`src/rtl/reduce_gate_sweep.sv`:
```
// Registered WIDTH-input reduction gate (AND/OR/XOR/NAND/NOR/XNOR) with an exhaustive sweep engine.
// Latency: 1 cycle from operand acceptance (stream or sweep) to out_valid.
// Backpressure: one-entry result slot; in_ready and sweep advance only when the slot is free.
//
// Ports:
//   clk, rst              rising-edge clock, asynchronous active-high reset
//   mode[2:0]             0 AND, 1 OR, 2 XOR, 3 NAND, 4 NOR, 5 XNOR, 6/7 reserved
//   in_valid/in_ready     operand stream handshake, in_data[WIDTH-1:0] operand
//   sweep_start           one-cycle request to apply all 2^WIDTH vectors in order
//   out_valid/out_ready   result handshake; out_data echoes the operand
//   out_y, out_err        gate result and reserved-mode flag
//   busy, sweep_done      sweep in progress, one-cycle end-of-sweep pulse
//
// WIDTH is meant to be used in the range 2..16.
module reduce_gate_sweep #(
  parameter int WIDTH = 3
) (
  input  logic             clk,
  input  logic             rst,
  input  logic [2:0]       mode,
  input  logic             in_valid,
  output logic             in_ready,
  input  logic [WIDTH-1:0] in_data,
  input  logic             sweep_start,
  output logic             out_valid,
  input  logic             out_ready,
  output logic [WIDTH-1:0] out_data,
  output logic             out_y,
  output logic             out_err,
  output logic             busy,
  output logic             sweep_done
);

  typedef enum logic [1:0] {
    S_IDLE  = 2'd0,
    S_SWEEP = 2'd1,
    S_DRAIN = 2'd2,
    S_DONE  = 2'd3
  } state_t;

  // Gate evaluation, returns {err, y}. Reserved modes force y low.
  function automatic logic [1:0] gate_eval(input logic [2:0] m, input logic [WIDTH-1:0] v);
    logic [1:0] r;
    case (m)
      3'd0:    r = {1'b0, &v};
      3'd1:    r = {1'b0, |v};
      3'd2:    r = {1'b0, ^v};
      3'd3:    r = {1'b0, ~&v};
      3'd4:    r = {1'b0, ~|v};
      3'd5:    r = {1'b0, ~^v};
      default: r = 2'b10;
    endcase
    return r;
  endfunction

  state_t           state_q, state_d;
  logic [WIDTH:0]   cnt_q, cnt_d;
  logic [2:0]       mode_q, mode_d;
  logic             out_valid_q, out_valid_d;
  logic [WIDTH-1:0] out_data_q, out_data_d;
  logic             out_y_q, out_y_d;
  logic             out_err_q, out_err_d;
  logic             busy_q, busy_d;
  logic             sweep_done_q, sweep_done_d;

  logic             slot_free;
  logic             stream_load;
  logic             sweep_load;
  logic             last_vec;
  logic [WIDTH-1:0] ld_vec;
  logic [2:0]       ld_mode;
  logic [1:0]       ld_res;

  // The slot can take a new result when empty or when its current one leaves this cycle.
  assign slot_free   = !out_valid_q || out_ready;
  // sweep_start wins over a coincident operand, so the operand is not consumed.
  assign in_ready    = (state_q == S_IDLE) && !sweep_start && slot_free;
  assign stream_load = in_valid && in_ready;
  assign sweep_load  = (state_q == S_SWEEP) && slot_free;
  // Counter is one bit wider than the vector, so compare against the zero-extended all-ones value.
  assign last_vec    = (cnt_q == {1'b0, {WIDTH{1'b1}}});

  // Sweep operands use the mode latched at start, not the live mode input.
  assign ld_vec  = sweep_load ? cnt_q[WIDTH-1:0] : in_data;
  assign ld_mode = sweep_load ? mode_q : mode;
  assign ld_res  = gate_eval(ld_mode, ld_vec);

  always_comb begin
    state_d     = state_q;
    cnt_d       = cnt_q;
    mode_d      = mode_q;
    out_valid_d = out_valid_q;
    out_data_d  = out_data_q;
    out_y_d     = out_y_q;
    out_err_d   = out_err_q;

    // Result slot: a load overrides the drain; otherwise a taken result empties it.
    // Payload is left untouched unless loaded, so it stays stable while stalled.
    if (stream_load || sweep_load) begin
      out_valid_d = 1'b1;
      out_data_d  = ld_vec;
      out_y_d     = ld_res[0];
      out_err_d   = ld_res[1];
    end else if (out_ready) begin
      out_valid_d = 1'b0;
    end

    case (state_q)
      S_IDLE: begin
        if (sweep_start) begin
          mode_d  = mode;
          cnt_d   = '0;
          state_d = S_SWEEP;
        end
      end
      S_SWEEP: begin
        if (slot_free) begin
          cnt_d = cnt_q + {{WIDTH{1'b0}}, 1'b1};
          if (last_vec) begin
            state_d = S_DRAIN;
          end
        end
      end
      S_DRAIN: begin
        // The last sweep result is the only one that can be in the slot here.
        if (out_valid_q && out_ready) begin
          state_d = S_DONE;
        end
      end
      S_DONE: begin
        state_d = S_IDLE;
      end
      default: begin
        state_d = S_IDLE;
      end
    endcase

    // Status outputs are registered copies of the next state.
    busy_d       = (state_d != S_IDLE);
    sweep_done_d = (state_d == S_DONE);
  end

  always_ff @(posedge clk or posedge rst) begin
    if (rst) begin
      state_q      <= S_IDLE;
      cnt_q        <= '0;
      mode_q       <= 3'd0;
      out_valid_q  <= 1'b0;
      out_data_q   <= '0;
      out_y_q      <= 1'b0;
      out_err_q    <= 1'b0;
      busy_q       <= 1'b0;
      sweep_done_q <= 1'b0;
    end else begin
      state_q      <= state_d;
      cnt_q        <= cnt_d;
      mode_q       <= mode_d;
      out_valid_q  <= out_valid_d;
      out_data_q   <= out_data_d;
      out_y_q      <= out_y_d;
      out_err_q    <= out_err_d;
      busy_q       <= busy_d;
      sweep_done_q <= sweep_done_d;
    end
  end

  assign out_valid  = out_valid_q;
  assign out_data   = out_data_q;
  assign out_y      = out_y_q;
  assign out_err    = out_err_q;
  assign busy       = busy_q;
  assign sweep_done = sweep_done_q;

endmodule

```
`config.mk`:
```
export PLATFORM = sky130hd
export DESIGN_NAME = reduce_gate_sweep
export DESIGN_NICKNAME = d
export VERILOG_FILES = /design/src/rtl/reduce_gate_sweep.sv
export SDC_FILE = /design/constraint.sdc
export NUM_CORES = 1
export LEC_CHECK = 0
export CORE_MARGIN = 1
export CORE_UTILIZATION = 50
export DETAILED_ROUTE_END_ITERATION = 6
export PLACE_DENSITY = 0.83
export SLEW_MARGIN = 15
export SYNTH_ARGS = -nofsm -noshare
export SYNTH_HDL_FRONTEND = slang
export SYNTH_SLANG_ARGS = --single-unit
```
`constraint.sdc`:
```
create_clock -name clk -period 3.14 [get_ports clk]
set_clock_uncertainty 0.1 [all_clocks]
set_input_delay 0.628 -clock clk [delete_from_list [all_inputs] [get_ports clk]]
set_output_delay 0.628 -clock clk [all_outputs]
set_load 0.03 [all_outputs]
```
# Word-level counts from Yosys, hierarchy flattened
# Cells that the tools add are included.
dict set report totals {
  ff_bits 17
  in_bits 11
  out_inout_bits 9
  word_cells 57
}
dict set report op_classes {
  addsub 1
  n_eq_ne 12
  n_mux 13
  n_reduce_logical 22
}
# op n
set ops {}
lappend ops {{$pmux W2 S6} 1}
lappend ops {{$mux W2} 4}
lappend ops {{$mux W4} 2}
lappend ops {{$pmux W2 S4} 1}
lappend ops {{$pmux W4 S2} 1}
lappend ops {{$eq A2 B2 Y1 const B} 3}
lappend ops {{$eq A3 B2 Y1 const B} 2}
lappend ops {{$eq A3 B3 Y1 const B} 2}
lappend ops {{$mux W3} 2}
lappend ops {{$reduce_and A3 Y1} 2}
lappend ops {{$reduce_bool A2 Y1} 3}
lappend ops {{$logic_and A1 B1 Y1} 5}
lappend ops {{$add A4 B1 Y4 const B} 1}
lappend ops {{$eq A4 B3 Y1 const B} 1}
lappend ops {{$logic_not A1 Y1} 4}
lappend ops {{$ne A2 B2 Y1 const B} 2}
lappend ops {{$eq A3 B1 Y1 const B} 1}
lappend ops {{$logic_not A3 Y1} 1}
lappend ops {{$reduce_or A3 Y1} 1}
lappend ops {{$reduce_xnor A3 Y1} 1}
lappend ops {{$reduce_xor A3 Y1} 1}
lappend ops {{$eq A2 B1 Y1 const B} 1}
lappend ops {{$logic_not A2 Y1} 1}
lappend ops {{$logic_or A1 B1 Y1} 2}
lappend ops {{other kinds (2)} 3}

# Longest topological paths before layout
dict set report logic_depth {
  ltp_word 7
  ltp_mapped 12
  depth_no_buf 11
}

# Least setup slack after synthesis
# OpenSTA, ideal clock, no wires.
dict set report synth_path {
  path_kind {register -> register}
  startpoint {register out_valid_q, in the netlist out_valid}
  endpoint {register out_y_q, in the netlist out_y}
  arrival_time_ns 2.408
  t_required_ns 2.961
  setup_slack_ns 0.553
  path_stages_with_launch 13
  period_less_slack_ns 2.587
  cell_sequence {dfrtp_1 > nor2b_2 > nor2_2 > buf_4 > nand2_1 > nand2_1 > ha_1 > or2_1 > a2111oi_2 > nor2_1 > o311ai_1 > a21oi_1 > o21ai_1}
}
dict set report synth_via {
  elab_chain_len 7
  elab_cells_between_ends 21
  cone_classes {eq/ne: 5; mux: 3; reduce/logical: 13}
}
# item line
set synth_lines {}
lappend synth_lines {{start: declaration} 59} ;# logic out_valid_q, out_valid_d;
lappend synth_lines {{start signal: assignment} 158} ;# out_valid_q <= out_valid_d;
lappend synth_lines {{$logic_not A1 Y1 *} 75} ;# assign slot_free = !out_valid_q || out_ready;
lappend synth_lines {{$logic_or A1 B1 Y1 *} 75}
lappend synth_lines {{$logic_and A1 B1 Y1} 79} ;# assign sweep_load = (state_q == S_SWEEP) && slot_free;
lappend synth_lines {{$mux W3} 84} ;# assign ld_vec = sweep_load ? cnt_q[WIDTH-1:0] : in_data;
lappend synth_lines {{$reduce_or A3 Y1 / $reduce_and A3 Y1 (equally long branches)} n/a}
lappend synth_lines {{$logic_not A1 Y1 (on tied branches)} {49, 48}}
lappend synth_lines {{$pmux W2 S6} 44} ;# case (m)
lappend synth_lines {{end signal: assignment} 160} ;# out_y_q <= out_y_d;
lappend synth_lines {{end: declaration} 61} ;# logic out_y_q, out_y_d;
# Mark *: on every way between the ends. The rest lies on a longest branch, timed or not.
# A chain may end at the register's enable or synchronous reset.

# Worst setup path after layout
dict set report layout_path {
  startpoint {input out_ready}
  endpoint {register out_y_q, in the netlist out_y}
}
dict set report layout_via {
  elab_chain_len 6
  elab_cells_between_ends 20
  cone_classes {eq/ne: 5; mux: 3; reduce/logical: 12}
}
# item line
set layout_lines {}
lappend layout_lines {{start: declaration} 26} ;# input logic out_ready,
lappend layout_lines {{$logic_or A1 B1 Y1 *} 75}
lappend layout_lines {{$logic_and A1 B1 Y1} 79}
lappend layout_lines {{$mux W3} 84}
lappend layout_lines {{$reduce_or A3 Y1 / $reduce_and A3 Y1 (equally long branches)} n/a}
lappend layout_lines {{$logic_not A1 Y1 (on tied branches)} {49, 48}}
lappend layout_lines {{$pmux W2 S6} 44}
# Marks and branches as above.

==> out/qor.csv <==
stage,metric,value,unit
critical_path,r2r-end,out_y,
critical_path,reg2reg_depth,11,
timing,fin_crit_sh,0.9050,
final_layout,n_fill_cell,160,
placement,hpwl,1743,um
critical_path,cpLargestDelayFamily,simple AND/OR/NAND/NOR gates,
timing,period_needed,2.842,ns
global_routing,gr-usage-all-layers,0.2397,
critical_path,critPathBufInv,1,
global_routing,grt_max_degree,18,
final_layout,fin_area,1313,um^2
final_layout,area.growth.synth_to_final,27.93,%
timing,rsz0062_at_grt,false,
final_layout,diodes,0,
synth,synth_top_flop_cell,dfrtp_1,
final_layout,seq_area,425.4,um^2
routing,wire_per_inst,13.38,um
clock_network,cts_setup_buffers,0,
synth,synth.avg_cell_area,8.922,um^2
critical_path,critical_path_required,3.27,ns
synth,ys_ff_latch,17,
floorplan,dieArea,2237,um^2
power,ir_drop,0.0005452,V
clock_network,ctsHoldBuffers,0,
synth,syn_nets,128,
synth,synth_top_area_cell,dfrtp_1,
placement,io_buffers,19,
timing,worst_pin_slew,0.6193,ns
routing,drt_iter0_markers,23,
critical_path,cp-start-kind,input port,
routing,remaining_drc_errors,0,
hold_path,hold_start,out_y,
routing,final_antenna_net_count,0,
hold_path,hold_path_depth,2,
critical_path,critical_path_class,input port to register,
timing,relSlewSlack,0.5867,
global_routing,grt_pass1_vias,873,
routing,num_vias,921,
status,status,"complete, no violations",
placement,place_congestion,0.9014,
critical_path,cp_max_fo,5,
final_layout,final_util,0.6759,
placement,postPlaceCellArea,1284,um^2
synth,synth_area,1026,um^2
critical_path,worst_path_largest_cell_delay,0.48,ns
synth,synthTopCellsByArea,"dfrtp_1, nand2_1, mux2_2",
power,cellInternalPower,0.7626,mW
timing,whs,0.3986,ns
clock_network,clk_path_buf_depth,2,
critical_path,crit_chain,clkdlybuf4s50_1 > nor2b_2 > nor2_2 > nand2_1 > nand2_1 > ha_1 > or2_1 > a2111oi_2 > nor2_1 > o311ai_1 > a21oi_1 > o21ai_1,
hold_path,worstHoldEndpoint,out_y,
critical_path,cp_common_cell,nand2_1,
final_layout,multiInputGateArea,574.3,um^2
synth,synth_top_area_frac,0.4146,
timing,maxSlewViolCount,0,
synth,synth_edf_count,0,
global_routing,grt_first_pass_wirelength,3712,um
clock_network,cts_tree,done,
critical_path,end_kind,register,
floorplan,start_util,0.5284,
synth,yosys_warnings,0,
power,power_density,1059,nW/um^2
final_layout,final_cell_mix,"nand2_1, clkdlybuf4s50_1, dfrtp_1, nor2_1, buf_4",
clock_network,cts_sinks,17,
clock_network,htreeDepth,1,
clock_network,numCtsBuffers,3,
synth,ys_seq_area_frac,0.4146,
floorplan,ios,20,
synth,ys_types,38,
global_routing,grt_overflow_total,0,
floorplan,die_y,47.30,um
critical_path,arrival,2.97,ns
power,p_seq_frac,0.306,
critical_path,reg2reg_from,state_q[1],
power,clkPwrFrac,0.084,
synth,synthCells,115,
hold_path,min_path_type,register to register,
critical_path,r2r_slack,0.65,ns
floorplan,coreArea,1942,um^2
critical_path,slowest_stage,clkdlybuf4s50_1,
synth,async_reset_ff_frac,1.000,
final_layout,final_common_cell,nand2_1,
final_layout,drive_above_1_share,0.1608,
power,switching_share,0.4511,
clock_network,clk_pin_slew_worst_paths,0.10,ns
power,p_leak,0.5815,nW
power,pwr-share-comb,0.609,
clock_network,ctsResizeCount,0,
timing,setup_tns,0,ns
clock_network,clock_latency,0.29,ns
job,drv_cap,0,
final_layout,layout.nets,157,
power,switching_power,0.6267,mW
global_routing,antenna_found_initial,0,
floorplan,placementRows,16,
power,power,1.389,mW
timing,hold_viol,0,
floorplan,die_w,47.30,um
routing,postRouteWirelength,2275,um
routing,via_per_inst,5.418,
clock_network,root_buffer,clkbuf_4,
timing,finalSetupViolCount,0,
routing,first_pass_iters,4,
timing,fmax,351.9,MHz
==> area by class of cell <==
cell class | instances | area share
well taps | 27 | 0.02574
repair buffers | 26 | 0.1868
flip-flops and latches | 17 | 0.3241
multi-input cells | 94 | 0.4376
clock buffers | 4 | 0.02002
inverters | 2 | 0.005720
==> registers in the layout (all words and copies together) (netlist names) <==
signal / cells
out_valid: 1
cnt_q: 4
state_q: 2
mode_q: 3
busy: 1
out_data: 3
sweep_done: 1
out_err: 1
out_y: 1
==> Yosys cell counts (2+ instances only) <==
cell,count
a21oi_1,6
nand2_1,20
o21ai_0,6
or3_1,2
nor2_1,12
or2_2,2
xor2_1,2
ha_1,2
nor2b_1,3
a2bb2oi_1,2
o31ai_1,2
inv_1,2
and3_1,3
dfrtp_1,17
a31oi_1,4
nand2b_1,3
nor4_1,3
mux2_2,4
==> cells by family (layout without fill, tap and decap cells) <==
group,Yosys count,in the layout,synth area share
flip-flops,17,17,0.4146
XOR/XNOR,3,3,0.02561
adder cells (fa/ha/maj),2,2,0.02439
multiplexers,5,5,0.05366
AND/OR/NAND/NOR,58,58,0.2903
AO/OA/AOI/OAI,26,26,0.1659
buffers and inverters,4,32,0.02561
==> worst max-delay path by stage <==
| stage | depth (start not counted) | slack [ns] | to | startpoint |
|---|---|---|---|---|
| after global placement | 4 | 0.1 | in_ready | out_ready |
| after CTS | 4 | 0.09 | in_ready | out_ready |
| after global routing | 12 | 0.07 | out_y | out_ready |
| after floorplan | 12 | 0.55 | out_y | out_valid |
| final | 12 | 0.30 | out_y | out_ready |
| after detailed placement | 13 | 0.05 | out_y | out_ready |
==> metrics by stage <==
step	instances	worst slack, ns
2_1_floorplan	115	0.5534
3_3_place_gp	166	0.09925
3_5_place_dp	166	0.04825
4_1_cts	170	0.08750
5_1_grt	170	0.06745
6_report	170	0.2984
==> worst reg2reg max path: cells and delay by family (launching register included) <==
kind / cells / cell delay (ns)
DFF: 1 / 0.43
adders and majority gates: 1 / 0.25
AOI/OAI and AO/OA: 4 / 0.71
and+or+nand+nor: 6 / 0.92
==> metal layers <==
| layer | global-route usage | up-vias | share of wire |
|---|---|---|---|
| li1 | - | 466 | - |
| met1 | 0.3167 | 430 | 0.47 |
| met2 | 0.3890 | 20 | 0.48 |
| met3 | 0.03462 | 5 | 0.031 |
| met4 | 0.1029 | 0 | 0.018 |
| met5 | 0 | - | 0 |
==> power by group through the flow <==
stage	combinational (mW)	sequential, mW	clock [mW]
final	0.847	0.425	0.117
after global routing	0.941	0.444	0.133
after CTS	0.847	0.423	0.121
after detailed placement	0.841	0.427	0
after global placement	0.827	0.419	0
after floorplan	0.516	0.481	0
Power figures use the tool's default switching activity.
